`src/rtl/led_interface_router.sv`:
```
// Maps per-channel user codes to LED outputs; each output is owned by one channel via round-robin with hold timeout.
// Grant latency 1 cycle from sampled req; every release leaves one blank cycle before the next grant.
module led_interface_router #(
    parameter int NCH         = 4,
    parameter int CODEW       = 3,
    parameter int NOUT        = 2,
    parameter int MODE        = 0,
    parameter int HOLD_CYCLES = 16,
    localparam int DW         = $clog2(NOUT),
    localparam int CW         = $clog2(NCH)
) (
    input  logic                  clk,
    input  logic                  rst,
    input  logic [NCH-1:0]        req,
    input  logic [NCH*CODEW-1:0]  code,
    output logic [NCH-1:0]        gnt,
    output logic [NCH*DW-1:0]     ledsel,
    output logic [NOUT-1:0]       out_busy,
    output logic [NOUT*CW-1:0]    out_owner
);

    localparam int HMAX = (HOLD_CYCLES > 0) ? HOLD_CYCLES - 1 : 0;
    localparam int HW   = (HMAX > 0) ? $clog2(HMAX + 1) : 1;

    typedef enum logic {IDLE, OWNED} state_t;

    state_t          state_q [NOUT];
    state_t          state_d [NOUT];
    logic [CW-1:0]   owner_q [NOUT];
    logic [CW-1:0]   owner_d [NOUT];
    logic [CW-1:0]   ptr_q   [NOUT];
    logic [CW-1:0]   ptr_d   [NOUT];
    logic [HW-1:0]   cnt_q   [NOUT];
    logic [HW-1:0]   cnt_d   [NOUT];
    logic [DW-1:0]   ledsel_q [NCH];
    logic [DW-1:0]   ledsel_d [NCH];
    logic [NCH-1:0]  gnt_q;
    logic [NCH-1:0]  gnt_d;
    logic [DW-1:0]   dest [NCH];

    always_comb begin
        logic [CODEW+2:0] cx;
        cx = '0;
        for (int i = 0; i < NCH; i++) begin
            cx = {3'b000, code[i*CODEW +: CODEW]};
            if (MODE == 0) begin
                dest[i] = (cx[0] && (cx[2] != cx[1])) ? DW'(0) : DW'(1);
            end else begin
                dest[i] = DW'(32'(code[i*CODEW +: CODEW]) % 32'(NOUT));
            end
        end
    end

    always_comb begin
        logic [NCH-1:0] cand;
        logic           found;
        int             sel;
        int             idx;
        int             k;
        cand  = '0;
        found = 1'b0;
        sel   = 0;
        idx   = 0;
        k     = 0;
        gnt_d = '0;
        for (int i = 0; i < NCH; i++) ledsel_d[i] = ledsel_q[i];
        for (int j = 0; j < NOUT; j++) begin
            state_d[j] = state_q[j];
            owner_d[j] = owner_q[j];
            ptr_d[j]   = ptr_q[j];
            cnt_d[j]   = cnt_q[j];
        end

        for (int j = 0; j < NOUT; j++) begin
            // A channel still holding an output waits for its release before competing elsewhere.
            for (int i = 0; i < NCH; i++) begin
                cand[i] = req[i] && (dest[i] == DW'(j)) && !gnt_q[i];
            end
            if (state_q[j] == IDLE) begin
                found = 1'b0;
                sel   = 0;
                for (int off = 1; off <= NCH; off++) begin
                    idx = (int'(ptr_q[j]) + off) % NCH;
                    if (!found && cand[idx]) begin
                        found = 1'b1;
                        sel   = idx;
                    end
                end
                if (found) begin
                    state_d[j]    = OWNED;
                    owner_d[j]    = CW'(sel);
                    ptr_d[j]      = CW'(sel);
                    cnt_d[j]      = '0;
                    ledsel_d[sel] = DW'(j);
                end
            end else begin
                k = int'(owner_q[j]);
                if (!req[k] || (dest[k] != DW'(j)) ||
                    ((HOLD_CYCLES > 0) && (cnt_q[j] == HW'(HMAX)) && (|cand))) begin
                    state_d[j] = IDLE;
                    owner_d[j] = '0;
                end else if (cnt_q[j] != HW'(HMAX)) begin
                    cnt_d[j] = cnt_q[j] + HW'(1);
                end
            end
        end

        for (int i = 0; i < NCH; i++) begin
            for (int j = 0; j < NOUT; j++) begin
                if ((state_d[j] == OWNED) && (owner_d[j] == CW'(i))) gnt_d[i] = 1'b1;
            end
        end
    end

    always_ff @(posedge clk) begin
        if (rst) begin
            gnt_q <= '0;
            for (int i = 0; i < NCH; i++) ledsel_q[i] <= '0;
            for (int j = 0; j < NOUT; j++) begin
                state_q[j] <= IDLE;
                owner_q[j] <= '0;
                ptr_q[j]   <= CW'(NCH - 1);
                cnt_q[j]   <= '0;
            end
        end else begin
            gnt_q <= gnt_d;
            for (int i = 0; i < NCH; i++) ledsel_q[i] <= ledsel_d[i];
            for (int j = 0; j < NOUT; j++) begin
                state_q[j] <= state_d[j];
                owner_q[j] <= owner_d[j];
                ptr_q[j]   <= ptr_d[j];
                cnt_q[j]   <= cnt_d[j];
            end
        end
    end

    assign gnt = gnt_q;

    for (genvar i = 0; i < NCH; i++) begin : g_ledsel
        assign ledsel[i*DW +: DW] = ledsel_q[i];
    end

    for (genvar j = 0; j < NOUT; j++) begin : g_out
        assign out_busy[j]           = (state_q[j] == OWNED);
        assign out_owner[j*CW +: CW] = owner_q[j];
    end

endmodule

```
`config.mk`:
```
export PLATFORM = sky130hd
export DESIGN_NAME = led_interface_router
export DESIGN_NICKNAME = d
export VERILOG_FILES = /design/src/rtl/led_interface_router.sv
export SDC_FILE = /design/constraint.sdc
export NUM_CORES = 1
export LEC_CHECK = 0
export CORE_MARGIN = 3
export CORE_UTILIZATION = 50
export DETAILED_ROUTE_END_ITERATION = 8
export PLACE_DENSITY = 0.77
export RECOVER_POWER = 100
export SLEW_MARGIN = 30
export SYNTH_ARGS = -nofsm -noshare
export SYNTH_HDL_FRONTEND = slang
export SYNTH_SLANG_ARGS = --single-unit
export TNS_END_PERCENT = 1
```
`constraint.sdc`:
```
create_clock -name clk -period 5 [get_ports clk]
set_input_delay 1 -clock clk [delete_from_list [all_inputs] [get_ports clk]]
set_output_delay 1 -clock clk [all_outputs]
set_load 0.02 [all_outputs]
```
==> results of run 1 <==
[registers in the layout (all words and copies together) (netlist names)]
signal,count
owner_q,4
cnt_q,8
state_q,2
gnt,4
ptr_q,4
ledsel_q,4
[critical path: stages]
cell	delay [ps]
dlygate4sd3_1	540
xor2_1	400
a21oi_1	190
o41ai_1	1030
and3b_1	340
nand4bb_1	260
o32ai_1	190
[layer usage]
metal | up-vias | track usage | wire [µm]
li1 | 793 | - | -
met1 | 808 | 0.317 | 2070
met2 | 66 | 0.348 | 2050
met3 | 15 | 0.0404 | 297
met4 | 0 | 0.108 | 135
met5 | - | 0 | 0
[final timing paths]
check                                  from           to  slack, ps
worst max register to register       gnt[1]       gnt[0]       2400
worst min register to register  ledsel_q[1]  ledsel_q[1]        490
worst min-delay path            ledsel_q[1]  ledsel_q[1]        490
worst max-delay path               code[11]       gnt[0]       1280
[layout make-up]
type                       instances  area (µm²)  share of cell area
multi-input combinational        148        1030               0.515
sequential                        26         520               0.260
timing repair buffer              31         310               0.155
tap                               44        55.1              0.0275
inverter                           9        33.8              0.0169
clock inverter                     1        30.0              0.0150
clock buffer                       3        22.5              0.0112
[stage by stage]
step                      area (µm²)  cells  utilization
after global routing            2000    262        0.641
after global placement          2000    258        0.638
after detailed placement        2000    258        0.638
after CTS                       2050    262        0.655
final                           2000    262        0.641
after floorplan                 1670    190            -
[layout by cell type, fill, tap and decap left out, types with 5 or more instances in the layout]
cell type        Yosys  routed
a21oi_1             15      15
a2bb2oi_1            5       5
clkdlybuf4s50_1      0      16
dfxtp_1             26      26
dlygate4sd3_1        0      15
inv_1                9       9
nand2_1             13      13
nand3_1              8       8
nand4_1              5       5
nor2_1              11      11
o32ai_1              5       5
[cell families after synthesis]
group,count (synthesis),share of synthesized area
AND/OR/NAND/NOR,68,0.228
multiplexers,1,0.00674
adder cells (fa/ha/maj),2,0.0150
AO/OA/AOI/OAI,69,0.344
flip-flops,26,0.311
buffers and inverters,16,0.0449
XOR/XNOR,8,0.0509
[power by group]
group,leakage (µW),switching [µW],total (µW),internal (µW)
registers,0.000213,45.1,289,244
logic,0.000505,189,332,142
clock network,0.0000279,64.7,146,81.1
[synth_stat cells, drive strengths merged (2+ instances only)]
cell and instances:
inv 9, o221ai 3, o2bb2ai 2, a211o 3, a41oi 2, and2 2
nand3 8, or4 4, a211oi 3, nand2b 4, a41o 2, nand4 5
or3 2, xnor2 4, a21boi 3, clkbuf 3, xor2 4, buf 4
nand2 13, dfxtp 26, nor2b 3, o32ai 5, and3 3, nor3 4
nor2 11, ha 2, a21oi 16, a2bb2oi 5, a2111oi 4, o21ai 4
o31ai 2, o211ai 4
==> flow_summary.toml, run 1 <==
[status]
status = "completed"

[timing]
rsz0062_at_grt = "false"
tns_ps = 0
tightest_slew_ps = 1140
setup_ws_ps = 1280
slew_viol_final = 0
final-hold-violation-count = 0
skew_ps = 4.45
period_share = 0.745
layout_min_cycle_time_ps = 3720
setup_viol = 0
relSlewSlack = 0.233
fmax_mhz = 268
holdWs_ps = 488

[synth]
synth_edf_count = 0
synth.top_cell.area_share = 0.311
ys_types = 64
synth_area_per_cell_um2 = 8.80
synth_top_flop_cell = "dfxtp_1"
synth_nets = 210
syn_inst = 190
ys_seq_area_frac = 0.311
synth_area_leaders = "dfxtp_1 31%, a21oi_1 4.5%, nand2_1 2.9%"
yosys_warnings = 0
synth-seq-cells = 26
async_reset_ff_frac = 0
syn_area_um2 = 1670
yosysTopAreaCell = "dfxtp_1"

[floorplanning]
die_area_um2 = 4070
initial_core_util = 0.534
die_h_um = 63.8
rows = 20
ioPinCount = 32
die_w_um = 63.8
core_um2 = 3130

[cells_and_area]
diodes = 0
drive_above_1_share = 0.0413
nFillCells = 276
nNetsFinal = 239
areaGrowthSynthToFinish_pct = 19.9

[place]
place.gp.congestion = 0.939
io_buffers = 31
place_ws_ps = 1590
hpwlAfterDp_um = 3590

[grt]
grt_pass1_vias = 1573
grt_pass1_wl_um = 7470
grt.overflow.total = 0
grt_max_degree = 22
grt_usage = 0.231
antenna_found_initial = 0

[setup_path]
crit_path_end_kind = "register"
required_ps = 5230
critical_path_class = "primary input to register"
cp.arrival_ps = 3960
start_kind = "primary input"
cp_max_fo = 8
reg2reg_depth = 6

[clock_tree]
clock_latency_ps = 330
cts_buffers = 3
cts_resized = 0
post_cts_buffers = 0
htreeDepth = 1
cts_tree = "built"
cts-root-buf = "clkbuf_4"
max-clock-path-buffers = 2
cts.sinks = 26
ctsHoldBuffers = 0
cts.clk_slew.worst_paths_ps = 140

[route]
first_iter_violations = 105
vias = 1682
wl_um = 4550
dr.pass1.iters = 4
drc_errors = 0
drt-wirelength-per-cell_um = 17.4
via_per_inst = 6.42
drtAntennaViolNets = 0

[hold_path]
hold_path_class = "register to register"
min_delay_path_depth = 2

[power_and_ir_drop]
irDropWorstVdd_uv = 215
power_uw = 767
power.leakage_uw = 0.000746
power_density_nw_per_um2 = 382

[job]
maxCapViolations = 0
Note: power is estimated with default switching activity, not from simulation.
==> run 2, diff against run 1 <==
clock period = 3.8 ns   (was 5 ns; I/O delays follow)
==> flow_summary.toml, run 2 (synthesis results as in run 1) <==
[status]
status = "completed"

[floorplanning]
die_h_um = 63.8
die_area_um2 = 4070
initial_core_util = 0.534
core_um2 = 3130
die_w_um = 63.8
ioPinCount = 32
rows = 20

[timing]
setup_ws_ps = 693
skew_ps = 3.09
slew_viol_final = 0
tightest_slew_ps = 795
rsz0062_at_grt = "false"
period_share = 0.818
holdWs_ps = 489
fmax_mhz = 322
final-hold-violation-count = 0
relSlewSlack = 0.468
layout_min_cycle_time_ps = 3110
setup_viol = 0
tns_ps = 0

[cells_and_area]
largest_reg_flops = 8
layout_commonest_cell = "dfxtp_1"
drive_above_1_share = 0.0505
post-route-util = 0.648
diodes = 0
nNetsFinal = 239
final_cell_mix = "26 x dfxtp_1, 16 x clkdlybuf4s50_1, 15 x a21oi_1, 15 x dlygate4sd3_1, 13 x nand2_1"
areaGrowthSynthToFinish_pct = 21.3
largest-register = "cnt_q"

[route]
via_per_inst = 6.24
wl_um = 4670
drt-wirelength-per-cell_um = 17.8
drtAntennaViolNets = 0
first_iter_violations = 84
dr.pass1.iters = 4
vias = 1634
drc_errors = 0

[clock_tree]
post_cts_buffers = 0
cts_buffers = 3
cts.sinks = 26
cts.clk_slew.worst_paths_ps = 150
clock_latency_ps = 340
cts_tree = "built"
cts_resized = 0
htreeDepth = 1
max-clock-path-buffers = 2
cts-root-buf = "clkbuf_4"
ctsHoldBuffers = 0

[setup_path]
critical_path_class = "primary input to register"
cp_num_buf_inv = 1
crit_family = "simple AND/OR/NAND/NOR gates"
critical_path.cell_chain = "dlygate4sd3_1 > xor2_1 > a21oi_1 > or4_1 > a211oi_1 > nand4bb_1 > o32ai_1"
cp_max_fo = 6
required_ps = 4030
crit_path_end_kind = "register"
start_kind = "primary input"
slowest_delay_ps = 640
cp.arrival_ps = 3330
slowest_stage = "or4_1"

[power_and_ir_drop]
power_density_nw_per_um2 = 508
power.leakage_uw = 0.000750
irDropWorstVdd_uv = 263

[grt]
grt.overflow.total = 0
grt_usage = 0.241
grt_pass1_vias = 1571
antenna_found_initial = 0
grt_max_degree = 22
grt_pass1_wl_um = 7660

[place]
io_buffers = 31
place.gp.congestion = 0.939
hpwlAfterDp_um = 3650
place_ws_ps = 585

[hold_path]
hold_path_class = "register to register"

[job]
maxCapViolations = 0
run 2: cell counts in the layout (fill, tap and decap cells not counted):
No cell type changed its count.
run 2: routing by layer:
metal	vias to the layer above	GRT usage	wire length (µm)
met4	0	0.0997	82
li1	795	-	-
met1	760	0.317	2090
met3	9	0.0598	323
met5	-	0	0
met2	70	0.374	2180
run 2: worst register-to-register path: cells and delay by family (launching register included):
kind                   cells  cell delay, ps
AOI/OAI and AO/OA          3             830
and+or+nand+nor            2             750
DFF                        1             490
buffers and inverters      1              90
run 2: layout make-up:
class                      count  area [µm²]
inverter                       9        33.8
clock inverter                 1        30.0
fill                         279        1100
sequential                    26         520
multi-input combinational    148        1050
clock buffer                   3        22.5
timing repair buffer          31         310
tap                           44        55.1
run 2: final timing paths:
path	from	end	slack, ps	cells after the start
worst max-delay path	code[11]	gnt[0]	690	7
worst min-delay path	ledsel_q[1]	ledsel_q[1]	490	2
worst max register to register	owner_q[0][1]	gnt[0]	1530	6
worst min register to register	ledsel_q[1]	ledsel_q[1]	490	2
run 2: report_power, final:
group	switching, µW	internal (µW)
Sequential	59.6	321
Combinational	256	194
Clock	91.5	107
Total	407	622
run 2: metrics by stage:
stage | instance area, µm² | std cells | power, µW
floorplan | 1670 | 190 | 693
global placement | 2000 | 258 | 838
detailed placement | 2000 | 258 | 850
CTS | 2050 | 262 | 1050
global route | 2030 | 262 | 1090
finish | 2030 | 262 | 1030
